--- config.mk ---
export PLATFORM = sky130hd
export DESIGN_NAME = vldrdy_frame_arbiter
export DESIGN_NICKNAME = d
export VERILOG_FILES = /design/src/rtl/vldrdy_frame_arbiter.sv
export SDC_FILE = /design/constraint.sdc
export NUM_CORES = 1
export LEC_CHECK = 0
export CAP_MARGIN = 10
export CORE_MARGIN = 5
export CORE_UTILIZATION = 23
export DETAILED_ROUTE_END_ITERATION = 10
export HOLD_SLACK_MARGIN = 0.03
export PLACE_DENSITY = 0.54
export SKIP_CTS_REPAIR_TIMING = 1
export SLEW_MARGIN = 15
export SYNTH_ARGS = -nofsm -noshare
export SYNTH_HDL_FRONTEND = slang
export SYNTH_SLANG_ARGS = --single-unit
--- constraint.sdc ---
create_clock -name clk -period 4.9 [get_ports clk]
set_clock_uncertainty 0.1 [all_clocks]
set_input_delay 0.98 -clock clk [delete_from_list [all_inputs] [get_ports clk]]
set_output_delay 0.98 -clock clk [all_outputs]
set_load 0.005 [all_outputs]
--- src/rtl/vldrdy_frame_arbiter.sv ---
// Two-input round-robin arbiter for a valid/ready stream.
// Grants are locked for FRAME_LEN beats and re-arbitrated only between frames.
module vldrdy_frame_arbiter #(
    parameter int DATAW     = 16,
    parameter int FRAME_LEN = 64
) (
    input  logic             clk,
    input  logic             rst_n,
    input  logic             cfg_en,
    input  logic             s0_valid,
    output logic             s0_ready,
    input  logic [DATAW-1:0] s0_data,
    input  logic             s1_valid,
    output logic             s1_ready,
    input  logic [DATAW-1:0] s1_data,
    output logic             m_valid,
    input  logic             m_ready,
    output logic [DATAW-1:0] m_data,
    output logic             m_src,
    output logic             busy,
    output logic             frame_done,
    output logic [15:0]      frame_cnt
);

    localparam int CW = (FRAME_LEN > 1) ? $clog2(FRAME_LEN) : 1;
    localparam logic [CW-1:0] LAST_BEAT = CW'(FRAME_LEN - 1);

    localparam logic [0:0] IDLE = 1'b0;
    localparam logic [0:0] BUSY = 1'b1;

    logic [0:0]    state;
    logic          grant;
    logic          last;
    logic [CW-1:0] cnt;

    logic any_req;
    logic winner;
    logic beat;
    logic final_beat;

    assign any_req = s0_valid | s1_valid;
    // On a tie the requester not served last time wins.
    assign winner  = (s0_valid & s1_valid) ? ~last : s1_valid;

    assign busy     = (state == BUSY);
    assign m_src    = grant;
    assign m_valid  = busy & (grant ? s1_valid : s0_valid);
    assign m_data   = busy ? (grant ? s1_data : s0_data) : '0;
    assign s0_ready = busy & ~grant & m_ready;
    assign s1_ready = busy & grant & m_ready;

    assign beat       = m_valid & m_ready;
    assign final_beat = beat & (cnt == LAST_BEAT);

    always_ff @(posedge clk or negedge rst_n) begin
        if (!rst_n) begin
            state      <= IDLE;
            grant      <= 1'b0;
            last       <= 1'b1;
            cnt        <= '0;
            frame_done <= 1'b0;
            frame_cnt  <= '0;
        end else begin
            frame_done <= 1'b0;
            unique case (state)
                IDLE: begin
                    if (cfg_en && any_req) begin
                        state <= BUSY;
                        grant <= winner;
                        cnt   <= '0;
                    end
                end
                BUSY: begin
                    if (final_beat) begin
                        state      <= IDLE;
                        last       <= grant;
                        cnt        <= '0;
                        frame_done <= 1'b1;
                        frame_cnt  <= frame_cnt + 16'd1;
                    end else if (beat) begin
                        cnt <= cnt + 1'b1;
                    end
                end
                default: state <= IDLE;
            endcase
        end
    end

endmodule

==> out/metrics.csv <==
stage,metric,value,unit
yosys,synthAdderAreaFrac,0.0161,
detailed_routing,drt_wl_total,4580,um
yosys,synthesis.nets,197,
run_status,status,"complete, no violations",
clock_tree,cts_inserted_buffers,3,
power,power.leakage,1.06,nW
yosys,ys_top_cells_by_count,"dfrtp_1, nor2b_1, mux2i_1, nand2_1, xnor2_1",
sta,maxSlewViolCount,0,
critical_path,setup.worst_path.end_class,output port,
detailed_routing,ant_nets,0,
grt,track_usage,0.107,
yosys,syn_inst,157,
grt,grt_pass1_wl,7410,um
grt,antenna_found_initial,0,
clock_tree,h-tree-depth,1,
layout,drive_above_1_share,0.0474,
layout,n_antenna_cell,0,
clock_tree,clock_latency,0.27,ns
yosys,synth_edf_count,0,
flow_run,drv_cap,0,
yosys,yosys-top-cells-area,"dfrtp_1, mux2i_1, nor2b_1",
sta,worst_pin_slew,0.823,ns
yosys,synth_xor_area_frac,0.0902,
detailed_routing,drt_iter0_drc,43,
critical_path,reg2reg_depth,4,
floorplan,die_height,92.2,um
sta,rsz0062_at_grt,false,
layout,post_layout_nonfiller_instances,312,
place,globalplace.congestion,0.730,
yosys,ys_ff_latch,26,
critical_path,reg2reg_from,busy,
detailed_routing,drc_errors,0,
critical_path,start_kind,primary input,
power,powerDensity,311,nW/um^2
detailed_routing,first_pass_iters,4,
layout,regArea,652,um^2
detailed_routing,routedWlPerCell,14.7,um
clock_tree,cts.path.max_buffers,2,
floorplan,fp-row-count,30,
floorplan,start_util,0.232,
sta,max_freq,0.289,GHz
sta,fin_setup_tns,0,ns
critical_path,critPathMaxFanout,5,
layout,fin_nets,273,
sta,maxSlewHeadroom,0.450,
floorplan,die-width,92.2,um
sta,setup_ws,1.44,ns
power,peakVddDrop,0.122,mV
yosys,yosysTopAreaCellShare,0.403,
place,place_inst,308,
sta,min_period_over_period,0.706,
yosys,netlist_area,1550,um^2
yosys,post_synth_and_or_nand_nor_area_fraction,0.272,
detailed_routing,num_vias,1422,
sta,setup_violations,0,
critical_path,required,3.82,ns
sta,period_needed,3.46,ns
min_path,hold_depth,2,
grt,grt_max_degree,31,
yosys,async_reset_ff_frac,1.00,
place,dp_slack,1.44,ns
clock_tree,root_buffer,clkbuf_8,
clock_tree,cts_tree,done,
layout,area_growth,58.4,%
clock_tree,cts_sinks,26,
min_path,min-delay-start,last,
place,hpwlAfterDp,3590,um
critical_path,critical_path_class,in2out,
sta,hold_viol,0,
critical_path,crit_start,s1_valid,
clock_tree,clkTransAtPathRegs,0.09,ns
grt,grt_pass1_vias,1434,
yosys,synth-compound-area-share,0.0540,
yosys,syn_avg_cell_area,9.89,um^2
yosys,yosysUniqueCellTypes,34,
yosys,yosysMostFrequentCell,dfrtp_1,
floorplan,dieArea,8490,um^2
min_path,hp-class,reg2reg,
layout,fillers,692,
floorplan,ios,76,
floorplan,coreArea,6680,um^2
layout,multi_input_area,867,um^2
yosys,synth.yosys.seq_area_share,0.420,
place,io_buffers,75,
grt,grt-ovfl-total,0,
yosys,synth_area_leader_cell,dfrtp_1,
yosys,synth-warning-count,0,
yosys,synth_top_family_by_area,simple AND/OR/NAND/NOR gates,
yosys,muxShareOfSynthArea,0.127,
yosys,synth-main-ff-cell,dfrtp_1,
critical_path,worstPathArrival,2.38,ns
detailed_routing,vias_per_cell,4.56,
[metal layers]
metal	GRT usage	up-vias	part of all wire
met5	0	-	0
li1	-	707	-
met2	0.178	55	0.46
met4	0.0297	0	0.011
met3	0.0197	5	0.056
met1	0.143	655	0.47
[power breakdown]
group | internal (W) | leakage [nW] | switching, W | total, W
Combinational | 0.000202 | 0.682 | 0.000114 | 0.000316
Sequential | 0.000233 | 0.343 | 0.0000361 | 0.000269
Clock | 0.000109 | 0.0357 | 0.0000700 | 0.000179
Total | 0.000544 | 1.06 | 0.000220 | 0.000764
[layout make-up]
| type | instances | share of cell area |
|---|---|---|
| Sequential cell | 26 | 0.265 |
| Inverter | 1 | 0.00153 |
| Timing Repair Buffer | 77 | 0.311 |
| Multi-Input combinational cell | 124 | 0.352 |
| Clock inverter | 1 | 0.0122 |
| Clock buffer | 3 | 0.0168 |
| Tap cell | 80 | 0.0407 |
[worst paths after layout]
kind / endpoint / slack [ns]
max: m_valid / 1.44
min: last / 0.36
max reg2reg: frame_cnt[15] / 2.72
min reg2reg: last / 0.36
max in group asynchronous: frame_cnt[11] / 2.98
min in group asynchronous: frame_cnt[2] / 1.07
[worst max-delay path, cell delays in order]
cell	delay (ns)
clkdlybuf4s50_1	0.48
mux2_4	0.32
and2_1	0.16
clkdlybuf4s50_1	0.44
[state kept, by name, summed over array words and instances (netlist names)]
register    count
frame_cnt      16
cnt             6
busy            1
frame_done      1
last            1
m_src           1
[stage by stage]
| stage | util | total power [W] | hold WS [ns] | area (um^2) |
|---|---|---|---|---|
| final | 0.368 | 0.000764 | 0.362 | 2460 |
| after global routing | 0.368 | 0.000807 | 0.384 | 2460 |
| after CTS | 0.368 | 0.000775 | 0.363 | 2460 |
| after detailed placement | 0.357 | 0.000595 | 0.350 | 2390 |
| after global placement | 0.357 | 0.000592 | 0.347 | 2390 |
| after floorplan | - | 0.000431 | 0.331 | 1550 |
[cells by family (layout without fill, tap and decap cells)]
| kind of cell | after synthesis | after routing |
|---|---|---|
| fa+ha+maj | 2 | 2 |
| compound gates | 13 | 13 |
| simple gates | 74 | 74 |
| xor+xnor | 16 | 16 |
| buf+inv | 7 | 82 |
| flops | 26 | 26 |
| mux | 19 | 19 |
[placed cells by master, fill, tap and decap left out]
master and instances:
clkdlybuf4s50_1 75, dfrtp_1 25, nor2b_1 18, mux2i_1 17
nand2_1 16, xnor2_1 12, nand3_1 10, nand4_1 7
o21ai_0 6, and3_1 5, xor2_1 4, and2_1 3
nor2_1 3, nor3_1 3, nor4_1 3, clkbuf_8 3
a22o_1 2, ha_1 2, buf_4 2, mux2_4 1
and3_2 1, nand4_4 1, inv_1 1, and4_1 1
nand2b_1 1, a21oi_1 1, a31oi_1 1, a2bb2oi_1 1
a211oi_1 1, nand4b_1 1, a2111oi_0 1, mux2_2 1
nor3b_1 1, bufinv_16 1, dfstp_2 1
Power figures use the tool's default switching activity.
